[src/rtl/tt_pkg.sv]
// rtl/tt_pkg.sv - shared types and constants for the truth-table sequencer
package tt_pkg;

  typedef enum logic [1:0] {
    IDLE = 2'd0,
    RUN  = 2'd1,
    DONE = 2'd2
  } tt_state_e;

  // y = ~b&~c | a&~b
  localparam logic [7:0] SILLY_TT = 8'h31;

  function automatic int nvec(input int n_in);
    return 2 ** n_in;
  endfunction

endpackage

[src/rtl/hold_timer.sv]
// rtl/hold_timer.sv - per-vector hold counter; tick marks the last cycle of a hold window
module hold_timer #(
  parameter int HOLD_CYCLES = 10
) (
  input  logic clk,
  input  logic reset,
  input  logic clr,
  input  logic en,
  output logic tick
);

  localparam int W = $clog2(HOLD_CYCLES + 1);
  localparam logic [W-1:0] LAST = W'(HOLD_CYCLES - 1);

  logic [W-1:0] cnt;

  assign tick = en && (cnt == LAST);

  // Wraps by itself on tick so the next vector starts a fresh window
  always_ff @(posedge clk or posedge reset) begin
    if (reset) begin
      cnt <= '0;
    end else if (clr) begin
      cnt <= '0;
    end else if (en) begin
      if (tick) cnt <= '0;
      else      cnt <= cnt + 1'b1;
    end
  end

endmodule

[src/rtl/truth_table_sequencer.sv]
// rtl/truth_table_sequencer.sv - sweeps all input vectors and checks y_i against a golden table
// Optional mismatch_mask output when TT_ERRLOG_EN is defined.
module truth_table_sequencer
  import tt_pkg::*;
#(
  parameter int                    N_IN        = 3,
  parameter int                    HOLD_CYCLES = 10,
  parameter logic [(1<<N_IN)-1:0]  EXPECTED    = SILLY_TT
) (
  input  logic                   clk,
  input  logic                   reset,
  input  logic                   start,
  output logic [N_IN-1:0]        vec_o,
  input  logic                   y_i,
  output logic                   busy,
  output logic                   done,
  output logic                   pass,
  output logic [N_IN:0]          err_count,
`ifdef TT_ERRLOG_EN
  output logic [(1<<N_IN)-1:0]   mismatch_mask,
`endif
  output logic [N_IN-1:0]        fail_vec
);

  localparam int NVEC = nvec(N_IN);
  localparam logic [N_IN-1:0] LAST_VEC = N_IN'(NVEC - 1);

  tt_state_e       state, state_d;
  logic [N_IN-1:0] vec_d, fail_d;
  logic [N_IN:0]   err_d;
  logic            busy_d, done_d, pass_d;
  logic            clr, en, tick, mism;
`ifdef TT_ERRLOG_EN
  logic [NVEC-1:0] mask_d;
`endif

  hold_timer #(.HOLD_CYCLES(HOLD_CYCLES)) u_hold_timer (
    .clk   (clk),
    .reset (reset),
    .clr   (clr),
    .en    (en),
    .tick  (tick)
  );

  always_ff @(posedge clk or posedge reset) begin
    if (reset) begin
      state     <= IDLE;
      vec_o     <= '0;
      busy      <= 1'b0;
      done      <= 1'b0;
      pass      <= 1'b0;
      err_count <= '0;
      fail_vec  <= '0;
`ifdef TT_ERRLOG_EN
      mismatch_mask <= '0;
`endif
    end else begin
      state     <= state_d;
      vec_o     <= vec_d;
      busy      <= busy_d;
      done      <= done_d;
      pass      <= pass_d;
      err_count <= err_d;
      fail_vec  <= fail_d;
`ifdef TT_ERRLOG_EN
      mismatch_mask <= mask_d;
`endif
    end
  end

  always_comb begin
    state_d = state;
    vec_d   = vec_o;
    busy_d  = busy;
    done_d  = done;
    pass_d  = pass;
    err_d   = err_count;
    fail_d  = fail_vec;
`ifdef TT_ERRLOG_EN
    mask_d  = mismatch_mask;
`endif
    clr     = 1'b0;
    en      = 1'b0;
    mism    = (y_i != EXPECTED[vec_o]);
    case (state)
      IDLE, DONE: begin
        if (start) begin
          state_d = RUN;
          vec_d   = '0;
          busy_d  = 1'b1;
          done_d  = 1'b0;
          pass_d  = 1'b0;
          err_d   = '0;
          fail_d  = '0;
`ifdef TT_ERRLOG_EN
          mask_d  = '0;
`endif
          clr     = 1'b1;
        end
      end
      RUN: begin
        en = 1'b1;
        if (tick) begin
          if (mism) begin
            err_d = err_count + 1'b1;
            if (err_count == '0) fail_d = vec_o;
`ifdef TT_ERRLOG_EN
            mask_d[vec_o] = 1'b1;
`endif
          end
          // Pass is decided from the count including this final sample
          if (vec_o == LAST_VEC) begin
            state_d = DONE;
            busy_d  = 1'b0;
            done_d  = 1'b1;
            pass_d  = (err_d == '0);
          end else begin
            vec_d = vec_o + 1'b1;
          end
        end
      end
      default: state_d = IDLE;
    endcase
  end

endmodule

[config.mk]
export PLATFORM = sky130hd
export DESIGN_NAME = truth_table_sequencer
export DESIGN_NICKNAME = d
export VERILOG_FILES = /design/src/rtl/tt_pkg.sv /design/src/rtl/hold_timer.sv /design/src/rtl/truth_table_sequencer.sv
export SDC_FILE = /design/constraint.sdc
export NUM_CORES = 1
export LEC_CHECK = 0
export CAP_MARGIN = 20
export CORE_MARGIN = 1
export CORE_UTILIZATION = 56
export CTS_CLUSTER_SIZE = 10
export DETAILED_ROUTE_END_ITERATION = 6
export GPL_TIMING_DRIVEN = 0
export PLACE_DENSITY = 0.93
export REMOVE_ABC_BUFFERS = 1
export SYNTH_ARGS = -nofsm -noshare
export SYNTH_HDL_FRONTEND = slang
export SYNTH_SLANG_ARGS = --single-unit
[constraint.sdc]
create_clock -name clk -period 2.7 [get_ports clk]
set_clock_uncertainty 0.1 [all_clocks]
set_input_delay 0.54 -clock clk [delete_from_list [all_inputs] [get_ports clk]]
set_output_delay 0.54 -clock clk [all_outputs]
set_load 0.1 [all_outputs]
==> qor.txt, run 1 <==
crit path from: err_count[0]
unrepaired setup endpoints after global routing: false
multiplexer share of the synthesized area: 2.90%
Port Buffers: 16
final net count: 141
number of setup buffers added after CTS: 0
critical path cell sequence: clkdlybuf4s50_1
worst hold slack: 0.392 ns
CTS resizes: 0
Slew Viols, Final: 0
GRT overflow: 0
Hold-fix buffers, CTS: 0
drt total wl: 2.31 mm
max cap viols: 0
Total GRT Usage: 26.1%
via count of the first global-routing pass: 829
post-synth top area share: 44.1%
Die Area: 2100 µm²
clock sinks: 19
Final WS setup: 0.101 ns
#FFs+latches synth: 19
Synth top cells by count: 19 x dfrtp_1, 10 x inv_1, 10 x nand2_1
largest family of logic cells by synthesized area: compound AO/OA/AOI/OAI gates
post-route clock period utilization: 96.2%
final setup fails: 0
Synth Area in Compound Gates: 22.1%
Simple-Gate Fraction of Synth Area: 18.8%
initial antenna violation count: 0
slew margin rel.: 35.0%
# fillers: 141
Clk Latency, worst-skew pair: 0.30 ns
Area Overhead vs Synth: 19.9%
# rows: 15
dpl hpwl: 1.69 mm
Die Wd: 45.9 µm
ys flop type: dfrtp_1
share of layout cells above drive strength 1: 11.6%
Post-Synth Adder-Cell Area: 8.13%
Worst setup SP type: flop
Worst EP required: 2.06 ns
endpoint class of the critical path: primary output
Die H: 45.9 µm
Critical R2R Launch: u_hold_timer.cnt[1]
routed length per instance: 15.0 µm
Synth Cell Area: 1080 µm²
post-place setup slack: 0.443 ns
min-delay src: done
yosys warns: 0
Top Ports: 17
Post-Synth XOR/XNOR Area: 0%
Synth area leader: dfrtp_1
Synth Area per Inst: 9.79 µm²
CP Class: reg2out
CP top delay family: buffers and inverters
largest cells by area after synthesis: dfrtp_1 44%, ha_1 8.1%, a21oi_1 4.2%, inv_1 3.5%, nand2_1 3.5%
most common cell in the netlist: dfrtp_1
cts bufs inserted: 3
Synth async-reset ratio: 100%
CTS tree: built
# diodes: 0
DR vias: 895
Vias/cell: 5.81
cells after synthesis: 110
register area share after synthesis: 44.1%
outcome: finished, final reports clean
clock period minus worst slack: 2.60 ns
CP max stage delay: 1.18 ns
Crit path buffers/inverters: 1
H-Tree Depth: 1
non-filler cells, final: 154
# DRC: 0
Synth cell types: 36
Post-synth EDFFs: 0
Hold Path Class: reg2reg
final hold vios: 0
ANT nets after route: 0
Initial Util: 61.1%
core area: 1760 µm²
dpl cells: 150
Crit path arrival time: 1.96 ns
pin count of the biggest net entering global routing: 20
achievable frequency: 385 MHz
Slew @ Worst Pin: 0.972 ns
clock root cell: clkbuf_4
setup TNS: 0 ns
Slowest cell on crit path: clkdlybuf4s50_1
Iteration-0 DRC Markers: 28
DRT Pass-1 Iters: 4
crit-path max FO: 8
Clock transition at path regs: 0.11 ns
clk buf depth: 2
first-pass GRT wire length: 3.80 mm
GP Congestion: 0.865
[worst paths after layout]
path,cells past startpoint,slack [ns],endpoint
max,1,0.10,err_count[0]
min,2,0.39,done
max reg2reg,6,0.72,vec_o[0]
min reg2reg,2,0.39,done
max in group asynchronous,2,1.51,err_count[3]
min in group asynchronous,2,0.54,err_count[2]
[per-layer routing]
| metal | track usage, % | up-vias | wire, µm |
|---|---|---|---|
| met4 | 15.3 | 0 | 84 |
| li1 | - | 434 | - |
| met3 | 4.76 | 10 | 96 |
| met2 | 39.2 | 31 | 1120 |
| met1 | 34.8 | 420 | 1020 |
| met5 | 0 | - | 0 |
[state kept, by name, indices dropped and copies added (netlist names)]
name and count:
busy 1, done 1, err_count 4, fail_vec 3
pass 1, state 2, u_hold_timer.cnt 4, vec_o 3
[tightest hold or removal path: cells and delay by family (launching register included)]
kind             cells  cell delay (ns)
flip-flops           1             0.36
AND/OR/NAND/NOR      2             0.11
[area by class of cell]
class / count / area [µm²] / share of cell area (%)
Timing Repair Buffer: 16 / 160 / 12.4
Sequential cell: 19 / 475 / 36.8
Clock buffer: 3 / 22.5 / 1.74
Tap cell: 25 / 31.3 / 2.42
Clock inverter: 1 / 5.00 / 0.388
Inverter: 10 / 37.5 / 2.91
Multi-Input combinational cell: 80 / 559 / 43.3
[through the flow]
step / utilization, % / cell area [µm²]
4_1_cts: 73.2 / 1290
3_5_place_dp: 71.6 / 1260
5_1_grt: 73.2 / 1290
6_report: 73.2 / 1290
3_3_place_gp: 71.6 / 1260
2_1_floorplan: - / 1070
[cells by family (layout without fill, tap and decap cells)]
logic type / after synthesis / count (layout)
compound gates: 36 / 36
fa+ha+maj: 7 / 7
buf+inv: 11 / 30
flops: 19 / 19
mux: 3 / 3
simple gates: 34 / 34
[placed cells by master (no fill, tap or decap), types with 6 or more instances in the layout]
| master | n |
|---|---|
| dfrtp_1 | 19 |
| clkdlybuf4s50_1 | 16 |
| inv_1 | 10 |
| nand2_1 | 10 |
| a21oi_1 | 9 |
| o21ai_0 | 7 |
| ha_1 | 7 |
| nor2_1 | 6 |
Power of run 1 is not shown: default switching activity piles up to over one toggle a cycle in this logic, so the estimate is an artifact.
==> run 2, diff against run 1 <==
--- a/config.mk
+++ b/config.mk
@@ -8,3 +8,2 @@
 export CAP_MARGIN = 20
-export CORE_MARGIN = 1
 export CORE_UTILIZATION = 56
==> constraint.sdc (replaced) <==
create_clock -name clk -period 2.7 [get_ports clk]
set_clock_uncertainty 0.1 [all_clocks]
set_input_delay 0.405 -clock clk [delete_from_list [all_inputs] [get_ports clk]]
set_output_delay 0.405 -clock clk [all_outputs]
set_load 0.1 [all_outputs]
==> results of run 2 <==
The final DEF is identical to that of run 1. Status: finished, final reports clean.
Among the figures that moved: setup slack after placement 0.443 ns -> 0.578 ns; setup slack after layout 0.101 ns -> 0.236 ns
Power of run 2 is left out for the same reason.
==> run 3, diff against run 2 <==
CORE_MARGIN = 3   (was unset)
CORE_UTILIZATION = 47   (was 56)
PLACE_DENSITY = 0.84   (was 0.93)
clock period = 2.01 ns   (was 2.7 ns; I/O delays follow)
==> run 3 against run 2 <==
Routed wire length is 8.1% lower. Worst hold slack worse by 0.083 ns. Sequential cell count stayed put. Critical path depth stayed put.
==> qor.txt, run 3 (synthesis results as in run 1) <==
outcome: finished, final reports clean
Sequential Area: 475 µm²
# DRC: 0
footprint of the multi-input gates: 559 µm²
Worst EP required: 1.61 ns
Design Area, Final: 1270 µm²
endpoint class of the critical path: primary output
cts bufs inserted: 3
Worst setup SP type: flop
Slew @ Worst Pin: 0.958 ns
routed length per instance: 13.6 µm
Top Registers: err_count: 4 flops, u_hold_timer.cnt: 4 flops
final setup fails: 0
max cap viols: 0
Top Ports: 17
ANT nets after route: 0
clock root cell: clkbuf_4
Clock transition at path regs: 0.11 ns
CP top delay family: buffers and inverters
clk buf depth: 2
GRT overflow: 0
critical path cell sequence: clkdlybuf4s15_1
dpl cells: 152
DRT Pass-1 Iters: 4
Slowest cell on crit path: clkdlybuf4s15_1
achievable frequency: 509 MHz
Final Util: 61.8%
CTS tree: built
non-filler cells, final: 156
Hold Path Class: in2async
core area: 2060 µm²
Total GRT Usage: 17.4%
Die Wd: 53.9 µm
Final WS setup: 0.0444 ns
dpl hpwl: 1.61 mm
dpl cell area: 1270 µm²
Iteration-0 DRC Markers: 21
Hold-fix buffers, CTS: 0
Port Buffers: 16
crit-path max FO: 5
drt total wl: 2.12 mm
number of setup buffers added after CTS: 0
Crit path buffers/inverters: 1
final net count: 141
Die H: 53.9 µm
Slew Viols, Final: 0
H-Tree Depth: 1
# rows: 16
CP Class: reg2out
# diodes: 0
via count of the first global-routing pass: 858
post-route clock period utilization: 97.8%
CP max stage delay: 0.84 ns
clock period minus worst slack: 1.97 ns
Area Overhead vs Synth: 18.2%
clock sinks: 19
share of layout cells above drive strength 1: 15.5%
most common cell after layout, fill and taps aside: dfrtp_1
# fillers: 175
first-pass GRT wire length: 3.70 mm
most frequent cells in the layout: 19 x dfrtp_1, 10 x inv_1, 10 x nand2_1, 9 x a21oi_1
post-place setup slack: -0.0262 ns
Clk Latency, worst-skew pair: 0.30 ns
DR vias: 897
pin count of the biggest net entering global routing: 20
final hold vios: 0
unrepaired setup endpoints after global routing: false
initial antenna violation count: 0
Vias/cell: 5.75
Crit path arrival time: 1.56 ns
GP Congestion: 0.768
Die Area: 2900 µm²
slew margin rel.: 36.4%
Initial Util: 52.2%
==> run 3: cell types whose count changed in the layout (fill, tap and decap cells not counted), moves of 3 or more <==
cell / change
clkdlybuf4s15_2: +3
clkbuf_2: +3
clkdlybuf4s50_1: -13
dlygate4sd2_1: +6
==> run 3: path summary, 6_finish.rpt <==
kind	startpoint	to	slack [ns]	cells past startpoint
max in group asynchronous	reset	u_hold_timer.cnt[3]	1.04	2
min in group clk	done	done	0.39	2
worst min register to register	done	done	0.39	2
worst max-delay path	err_count[2]	err_count[2]	0.04	1
worst max register to register	u_hold_timer.cnt[0]	vec_o[0]	0.08	6
worst min-delay path	reset	pass	0.31	2
==> run 3: final cells by class <==
class | count | area share [%]
multi-input cells | 80 | 43.9
flip-flops and latches | 19 | 37.3
repair buffers | 16 | 11.1
inverters | 10 | 2.95
well taps | 27 | 2.65
clock buffers | 4 | 2.06
==> run 3: metal layers <==
| metal | wire length, µm | GRT usage [%] | up-vias | part of all wire, % |
|---|---|---|---|---|
| met5 | 0 | 0 | - | 0 |
| met4 | 35 | 7.66 | 0 | 1.6 |
| met3 | 90 | 2.77 | 5 | 4.2 |
| met2 | 1020 | 27.8 | 23 | 48 |
| met1 | 978 | 23.0 | 435 | 46 |
| li1 | - | - | 434 | - |
==> run 3: timing repair <==
action | 4_1_cts | 5_1_grt
pin swaps | 0 | 1
resized for setup | 20 | 6
setup endpoints to repair | 13 | 4
==> run 3: stage by stage <==
stage | hold slack, ns | setup TNS [ns]
floorplan | 0.153 | -2.52
global placement | 0.362 | 0
detailed placement | 0.377 | -0.0262
CTS | 0.331 | 0
global route | 0.393 | 0
finish | 0.309 | 0
Power of run 3 is left out for the same reason.
